$ cat config.mk
export PLATFORM = sky130hd
export DESIGN_NAME = mmio_hub
export DESIGN_NICKNAME = d
export VERILOG_FILES = /design/src/rtl/mmio_pkg.sv /design/src/rtl/mmio_hub_evt_fifo.sv /design/src/rtl/mmio_hub.sv
export SDC_FILE = /design/constraint.sdc
export NUM_CORES = 1
export LEC_CHECK = 0
export ABC_AREA = 1
export CORE_MARGIN = 2
export CORE_UTILIZATION = 47
export CTS_CLUSTER_DIAMETER = 30
export DETAILED_ROUTE_END_ITERATION = 10
export GPL_TIMING_DRIVEN = 0
export PLACE_DENSITY = 0.81
export SLEW_MARGIN = 5
export SYNTH_ARGS = -nofsm -noshare
export SYNTH_HDL_FRONTEND = slang
export SYNTH_SLANG_ARGS = --single-unit
$ cat constraint.sdc
create_clock -name clock -period 8.4 [get_ports clock]
set_clock_uncertainty 0.15 [all_clocks]
set_input_delay 1.68 -clock clock [delete_from_list [all_inputs] [get_ports clock]]
set_output_delay 1.68 -clock clock [all_outputs]
set_load 0.03 [all_outputs]
$ cat src/rtl/mmio_pkg.sv
// mmio_pkg: shared definitions for the MMIO hub.
//   - status register bit positions and control bits of the status/control word
//   - decode selector enum used by the read mux
//   - address-range overlap helper used by the elaboration-time map check
package mmio_pkg;

  // Status word layout (read at STAT_ADDR)
  localparam int OVF_BIT   = 31;
  localparam int FULL_BIT  = 30;
  localparam int EMPTY_BIT = 29;

  // Control bits (store to STAT_ADDR)
  localparam int CLR_OVF = 0;
  localparam int FLUSH   = 1;

  // Which source answers the current processor address
  typedef enum logic [2:0] {
    SEL_RAM  = 3'd0,
    SEL_EVT  = 3'd1,
    SEL_STAT = 3'd2,
    SEL_WR   = 3'd3,
    SEL_RD   = 3'd4
  } sel_e;

  // True when [a_lo, a_lo+a_n) and [b_lo, b_lo+b_n) share any address
  function automatic logic ranges_overlap(input int a_lo, input int a_n,
                                          input int b_lo, input int b_n);
    return (a_lo < b_lo + b_n) && (b_lo < a_lo + a_n);
  endfunction

endpackage

$ cat src/rtl/mmio_hub_evt_fifo.sv
// evt_fifo: button-event FIFO with sticky overflow flag.
// Ports:
//   clock, reset        rising-edge clock, async active-high reset
//   push, din           push request and code (dropped when full without pop)
//   pop                 pop request (ignored when empty)
//   flush               clears pointers/count; a same-cycle push is discarded
//   clr_ovf             clears the sticky overflow flag
//   head                oldest entry (meaningful only when !empty)
//   count, full, empty  occupancy
//   overflow            sticky: set when a push was dropped
module evt_fifo #(
  parameter int DEPTH = 8,
  parameter int W     = 4,
  localparam int PTR_W = $clog2(DEPTH),
  localparam int CNT_W = PTR_W + 1
) (
  input  logic             clock,
  input  logic             reset,
  input  logic             push,
  input  logic             pop,
  input  logic             flush,
  input  logic             clr_ovf,
  input  logic [W-1:0]     din,
  output logic [W-1:0]     head,
  output logic [CNT_W-1:0] count,
  output logic             full,
  output logic             empty,
  output logic             overflow
);

  logic [W-1:0]     mem_r [DEPTH];
  logic [PTR_W-1:0] wr_ptr_r;
  logic [PTR_W-1:0] rd_ptr_r;
  logic [CNT_W-1:0] count_r;
  logic             ovf_r;

  logic full_s;
  logic empty_s;
  logic do_pop_s;
  logic do_push_s;
  logic ovf_set_s;

  // Accept/reject decisions; a pop frees the slot for a push on a full FIFO
  always_comb begin
    full_s    = (count_r == CNT_W'(DEPTH));
    empty_s   = (count_r == {CNT_W{1'b0}});
    do_pop_s  = pop && !empty_s && !flush;
    do_push_s = push && !flush && (!full_s || do_pop_s);
    ovf_set_s = push && !flush && full_s && !do_pop_s;
  end

  // Pointer and occupancy state; pointers wrap naturally (DEPTH is 2^n)
  always_ff @(posedge clock or posedge reset) begin
    if (reset) begin
      wr_ptr_r <= {PTR_W{1'b0}};
      rd_ptr_r <= {PTR_W{1'b0}};
      count_r  <= {CNT_W{1'b0}};
    end else if (flush) begin
      wr_ptr_r <= {PTR_W{1'b0}};
      rd_ptr_r <= {PTR_W{1'b0}};
      count_r  <= {CNT_W{1'b0}};
    end else begin
      if (do_push_s) wr_ptr_r <= wr_ptr_r + PTR_W'(1);
      if (do_pop_s)  rd_ptr_r <= rd_ptr_r + PTR_W'(1);
      case ({do_push_s, do_pop_s})
        2'b10:   count_r <= count_r + CNT_W'(1);
        2'b01:   count_r <= count_r - CNT_W'(1);
        default: count_r <= count_r;
      endcase
    end
  end

  // Sticky overflow; a new drop in the clearing cycle keeps it set
  always_ff @(posedge clock or posedge reset) begin
    if (reset) begin
      ovf_r <= 1'b0;
    end else if (ovf_set_s) begin
      ovf_r <= 1'b1;
    end else if (clr_ovf) begin
      ovf_r <= 1'b0;
    end else begin
      ovf_r <= ovf_r;
    end
  end

  // Entry storage
  always_ff @(posedge clock or posedge reset) begin
    if (reset) begin
      for (int i = 0; i < DEPTH; i++) mem_r[i] <= {W{1'b0}};
    end else if (do_push_s) begin
      mem_r[wr_ptr_r] <= din;
    end
  end

  assign head     = mem_r[rd_ptr_r];
  assign count    = count_r;
  assign full     = full_s;
  assign empty    = empty_s;
  assign overflow = ovf_r;

endmodule

$ cat src/rtl/mmio_hub.sv
// mmio_hub: address decode between the processor data port and peripherals.
// Ports:
//   clock, reset          rising-edge clock, async active-high reset
//   wren, rden            store enable / one-cycle load strobe
//   address, data_in      processor address and store data
//   q_ram                 RAM read data (returned for unmapped addresses)
//   q_dmem                combinational read data back to the processor
//   rd_data               packed read-channel sources (channel k at RD_BASE+k)
//   wr_strobe, wr_data    registered one-cycle pulse and held value per channel
//   evt_valid, evt_code   event push into the FIFO (popped by loads of EVT_ADDR)
// If the read and write ranges overlap, the write channel read-back wins.
module mmio_hub import mmio_pkg::*; #(
  parameter int ADDR_W     = 12,
  parameter int DATA_W     = 32,
  parameter int N_RD       = 2,
  parameter int RD_BASE    = 5,
  parameter int N_WR       = 5,
  parameter int WR_BASE    = 6,
  parameter int EVT_ADDR   = 16,
  parameter int STAT_ADDR  = 17,
  parameter int FIFO_DEPTH = 8,
  parameter int EVT_W      = 4
) (
  input  logic                   clock,
  input  logic                   reset,
  input  logic                   wren,
  input  logic                   rden,
  input  logic [ADDR_W-1:0]      address,
  input  logic [DATA_W-1:0]      data_in,
  input  logic [DATA_W-1:0]      q_ram,
  output logic [DATA_W-1:0]      q_dmem,
  input  logic [N_RD*DATA_W-1:0] rd_data,
  output logic [N_WR-1:0]        wr_strobe,
  output logic [N_WR*DATA_W-1:0] wr_data,
  input  logic                   evt_valid,
  input  logic [EVT_W-1:0]       evt_code
);

  localparam int CNT_W = $clog2(FIFO_DEPTH) + 1;

  // Configuration checks: the single-address registers must not collide
  // with each other or with either channel range.
  if (ranges_overlap(EVT_ADDR, 1, STAT_ADDR, 1) ||
      ranges_overlap(EVT_ADDR, 1, WR_BASE, N_WR) ||
      ranges_overlap(EVT_ADDR, 1, RD_BASE, N_RD) ||
      ranges_overlap(STAT_ADDR, 1, WR_BASE, N_WR) ||
      ranges_overlap(STAT_ADDR, 1, RD_BASE, N_RD)) begin : g_bad_map
    $error("mmio_hub: overlapping address map");
  end
  if (FIFO_DEPTH < 2 || (FIFO_DEPTH & (FIFO_DEPTH - 1)) != 0) begin : g_bad_depth
    $error("mmio_hub: FIFO_DEPTH must be a power of two >= 2");
  end
  if (DATA_W < 32 || DATA_W <= EVT_W) begin : g_bad_width
    $error("mmio_hub: DATA_W too narrow for status/event words");
  end

  sel_e                           sel_s;
  logic [N_WR-1:0]                wr_hit_s;
  logic [N_RD-1:0]                rd_hit_s;
  logic [N_WR-1:0]                wr_en_s;
  logic [DATA_W-1:0]              wr_rb_s;
  logic [DATA_W-1:0]              rd_mux_s;
  logic [DATA_W-1:0]              stat_s;
  logic [DATA_W-1:0]              evt_s;
  logic                           pop_s;
  logic                           flush_s;
  logic                           clr_ovf_s;
  logic [N_WR-1:0][DATA_W-1:0]    wr_data_r;
  logic [N_WR-1:0]                wr_strobe_r;

  logic [EVT_W-1:0] head_s;
  logic [CNT_W-1:0] count_s;
  logic             full_s;
  logic             empty_s;
  logic             ovf_s;

  // Address decode with fixed priority EVT > STAT > write range > read range
  always_comb begin
    wr_hit_s = {N_WR{1'b0}};
    rd_hit_s = {N_RD{1'b0}};
    for (int k = 0; k < N_WR; k++) wr_hit_s[k] = (address == ADDR_W'(WR_BASE + k));
    for (int k = 0; k < N_RD; k++) rd_hit_s[k] = (address == ADDR_W'(RD_BASE + k));
    if (address == ADDR_W'(EVT_ADDR)) begin
      sel_s = SEL_EVT;
    end else if (address == ADDR_W'(STAT_ADDR)) begin
      sel_s = SEL_STAT;
    end else if (|wr_hit_s) begin
      sel_s = SEL_WR;
    end else if (|rd_hit_s) begin
      sel_s = SEL_RD;
    end else begin
      sel_s = SEL_RAM;
    end
  end

  // Side-effect strobes derived from the decode
  always_comb begin
    wr_en_s   = (wren && sel_s == SEL_WR) ? wr_hit_s : {N_WR{1'b0}};
    pop_s     = rden && (sel_s == SEL_EVT);
    flush_s   = wren && (sel_s == SEL_STAT) && data_in[FLUSH];
    clr_ovf_s = wren && (sel_s == SEL_STAT) && data_in[CLR_OVF];
  end

  // Write-channel registers: one-cycle pulse, data held until rewritten
  always_ff @(posedge clock or posedge reset) begin
    if (reset) begin
      wr_strobe_r <= {N_WR{1'b0}};
      wr_data_r   <= '0;
    end else begin
      wr_strobe_r <= wr_en_s;
      for (int k = 0; k < N_WR; k++) begin
        if (wr_en_s[k]) wr_data_r[k] <= data_in;
      end
    end
  end

  evt_fifo #(
    .DEPTH (FIFO_DEPTH),
    .W     (EVT_W)
  ) u_fifo (
    .clock    (clock),
    .reset    (reset),
    .push     (evt_valid),
    .pop      (pop_s),
    .flush    (flush_s),
    .clr_ovf  (clr_ovf_s),
    .din      (evt_code),
    .head     (head_s),
    .count    (count_s),
    .full     (full_s),
    .empty    (empty_s),
    .overflow (ovf_s)
  );

  // Candidate read words; hit vectors are one-hot so OR-ing selects one
  always_comb begin
    wr_rb_s  = {DATA_W{1'b0}};
    rd_mux_s = {DATA_W{1'b0}};
    for (int k = 0; k < N_WR; k++) begin
      if (wr_hit_s[k]) wr_rb_s = wr_rb_s | wr_data_r[k];
    end
    for (int k = 0; k < N_RD; k++) begin
      if (rd_hit_s[k]) rd_mux_s = rd_mux_s | rd_data[k*DATA_W +: DATA_W];
    end
    stat_s            = {DATA_W{1'b0}};
    stat_s[OVF_BIT]   = ovf_s;
    stat_s[FULL_BIT]  = full_s;
    stat_s[EMPTY_BIT] = empty_s;
    stat_s[CNT_W-1:0] = count_s;
    evt_s             = {DATA_W{1'b0}};
    if (!empty_s) begin
      evt_s[DATA_W-1]  = 1'b1;
      evt_s[EVT_W-1:0] = head_s;
    end else begin
      evt_s = {DATA_W{1'b0}};
    end
  end

  // Processor read mux
  always_comb begin
    case (sel_s)
      SEL_EVT:  q_dmem = evt_s;
      SEL_STAT: q_dmem = stat_s;
      SEL_WR:   q_dmem = wr_rb_s;
      SEL_RD:   q_dmem = rd_mux_s;
      SEL_RAM:  q_dmem = q_ram;
      default:  q_dmem = q_ram;
    endcase
  end

  assign wr_strobe = wr_strobe_r;
  assign wr_data   = wr_data_r;

endmodule

==> results.yml <==
cts:
  numCtsBuffers: 42
  clock_latency_ns: 0.52
  cts_setup_buffers: 0
  hold_buffers: 0
  cts_root_buf: "clkbuf_16"
  cts.repair.resized: 0
  clock_path_buffers: 3
  clkSinkCount: 208
  tritoncts: "built"
  clk_pin_slew_ns: 0.05
  h-tree-depth: 2
synthesis:
  synth_area_leaders: "dfrtp_1 (49%), nand2_1 (14%), o21ai_0 (8.4%)"
  seq_area_frac_synth: 0.486
  synth_edf_count: 0
  async_flop_share: 1.00
  synthCells: 1416
  ys_seq_elements: 208
  syn_nets: 1569
  synth_top_area_frac: 0.486
  avgSynthCellArea_um2: 7.57
  ys_warn_count: 0
  synth.distinct_cells: 38
  ys.flop_type: "dfrtp_1"
  syn_area_mm2: 0.0107
  yosys.area.top_type: "dfrtp_1"
pwr:
  clock_power_share: 0.531
  p_seq_frac: 0.354
  power.leakage_nw: 7.92
  p_total_mw: 3.26
  combPwrFrac: 0.116
  power.net_switching_uw: 840
  p_per_area_mw_per_mm2: 204
  switching_share: 0.257
  max-vdd-ir-drop_v: 0.000192
  p_int_mw: 2.42
worst_hold_path:
  min_path_type: "flip-flop to flip-flop"
sta:
  hold_slack_ns: 0.324
  finalSetupViolCount: 0
  hold_violations: 0
  slew_violations: 0
  slew_headroom: 0.464
  rsz0062_at_grt: "no"
  worst_slack_ns: 1.30
  period_share: 0.846
  max_freq_mhz: 141
  finalCriticalPeriod_ns: 7.10
  worst_pin_slew_ns: 0.803
  fin_tns_setup_ns: 0
global_routing:
  grt_pass1_wl_um: 67800
  grt.total_usage: 0.370
  grt_antenna_before_repair: 5
  grt_overflow: 0
  grt_pass1_vias: 11600
  grt_max_degree: 108
critical_path:
  worstPathArrival_ns: 5.27
  cp_max_fo: 10
  cp-start-kind: "input port"
  crit_type: "input port to output port"
  required_ns: 6.57
  end_kind: "output port"
layout:
  multi_input_area_mm2: 0.00455
  post-route-util: 0.712
  instances_no_fill: 2124
  fin_nets: 1956
  area_growth_pct: 49.5
  fin_area_mm2: 0.0160
  seq_area_mm2: 0.00520
  nFillCells: 1789
  drive_gt1_frac: 0.0730
route:
  drt_iter0_drc: 1154
  wirelength_um: 45200
  wl_per_cell_um: 21.3
  first_pass_iters: 6
  viasPerCell: 5.62
  via_count: 11900
  drc: 0
  ant_nets: 0
place:
  dp.cells: 2044
  numPortBuffers: 342
  place.gp.congestion: 0.978
  dp_slack_ns: 1.31
  place_area_mm2: 0.0145
  post-dp-hpwl_um: 32600
floorplanning:
  dieWidth_um: 155
  start_util: 0.476
  dieArea_mm2: 0.0240
  core_mm2: 0.0225
  die_h_um: 155
  num_rows: 55
  io_pins: 346
outcome:
  status: "completed"
job:
  cap_viol_max_count: 0
[registers in the layout, indices dropped and copies added (netlist names)]
name,flops
u_fifo.count,4
wr_strobe,5
u_fifo.mem_r,32
u_fifo.rd_ptr_r,3
u_fifo.overflow,1
u_fifo.wr_ptr_r,3
wr_data,160
[final timing paths]
kind                       slack, ns                           end                    startpoint  cells after the start
setup / recovery                1.30                    q_dmem[27]                    address[8]                     13
hold / removal                  0.32  u_fifo.mem_r[10]$_DFFE_PP0P_  u_fifo.mem_r[10]$_DFFE_PP0P_                      2
setup reg to reg                6.15   u_fifo.count[2]$_DFFE_PP0P_   u_fifo.count[0]$_DFFE_PP0P_                     11
hold reg to reg                 0.32  u_fifo.mem_r[10]$_DFFE_PP0P_  u_fifo.mem_r[10]$_DFFE_PP0P_                      2
max in group asynchronous       5.57       wr_data[44]$_DFFE_PP0P_                         reset                      3
min in group asynchronous       1.56       wr_data[30]$_DFFE_PP0P_                         reset                      2
[worst max-delay path, stage by stage]
cell and delay (ns):
clkdlybuf4s50_1 0.45, nor2_1 0.13, nand2_2 0.13, buf_4 0.22, nor3_2 0.22, nand3_2 0.21, inv_2 0.25, clkbuf_1 0.63
a21oi_1 0.39, nand3_1 0.16, nand2_1 0.07, inv_1 0.06, clkdlybuf4s50_1 0.66
[cell usage in the layout, fill, tap and decap left out, drive strengths merged]
cell type,count
a21oi,60
o21bai,1
nor2,113
diode,3
and2,2
bufinv,6
dfrtp,208
nor3,11
buf,27
nand3,61
ha,4
clkinv,11
or2,32
a21o,25
mux2i,1
clkdlybuf4s50,342
nand4,63
nor3b,1
o31ai,1
o21ai,187
clkinvlp,5
inv,180
clkbuf,94
o211ai,8
nand2,389
o22ai,2
xor2,2
[logic make-up (layout without fill, tap and decap cells)]
family          count (synthesis)  count (layout)  synth area share
mux                             1               1          0.000934
compound gates                284             284             0.141
buf+inv                       245             665            0.0893
fa+ha+maj                       4               4           0.00467
simple gates                  672             672             0.276
xor+xnor                        2               2           0.00164
flops                         208             208             0.486
other cells                     0               3                 0
[area by class of cell]
cell class | count | area share
Antenna cell | 3 | 0.000469
Buffer | 67 | 0.0180
Timing Repair Buffer | 343 | 0.215
Sequential cell | 208 | 0.325
Inverter | 178 | 0.0422
Clock buffer | 53 | 0.0726
Tap cell | 285 | 0.0223
Clock inverter | 24 | 0.0198
Multi-Input combinational cell | 963 | 0.284
[metal layers]
layer / track usage / up-vias / part of all wire
met5: 0 / - / 0.00051
met4: 0.137 / 4 / 0.037
met3: 0.114 / 126 / 0.13
met2: 0.594 / 800 / 0.46
met1: 0.473 / 5652 / 0.37
li1: - / 5356 / -
[synth_stat cells, drive strengths merged, types with 2 or more instances]
cell type    n
nand4       63
dfrtp      208
a21o        25
a21oi       60
o22ai        2
nand3       61
nand2      389
and2         2
inv        177
nor2       113
o211ai       8
o21ai      187
or2         32
clkbuf      41
ha           4
nor3        11
buf         26
xor2         2
[power by group through the flow]
stage	Sequential (mW)	Clock, mW	Combinational (mW)
after global placement	1.16	0	0.356
after detailed placement	1.16	0	0.370
after CTS	1.15	1.73	0.376
after floorplan	1.15	0	0.218
after global routing	1.16	1.78	0.422
final	1.15	1.73	0.377
No activity file was read; power rests on OpenSTA's default activity.
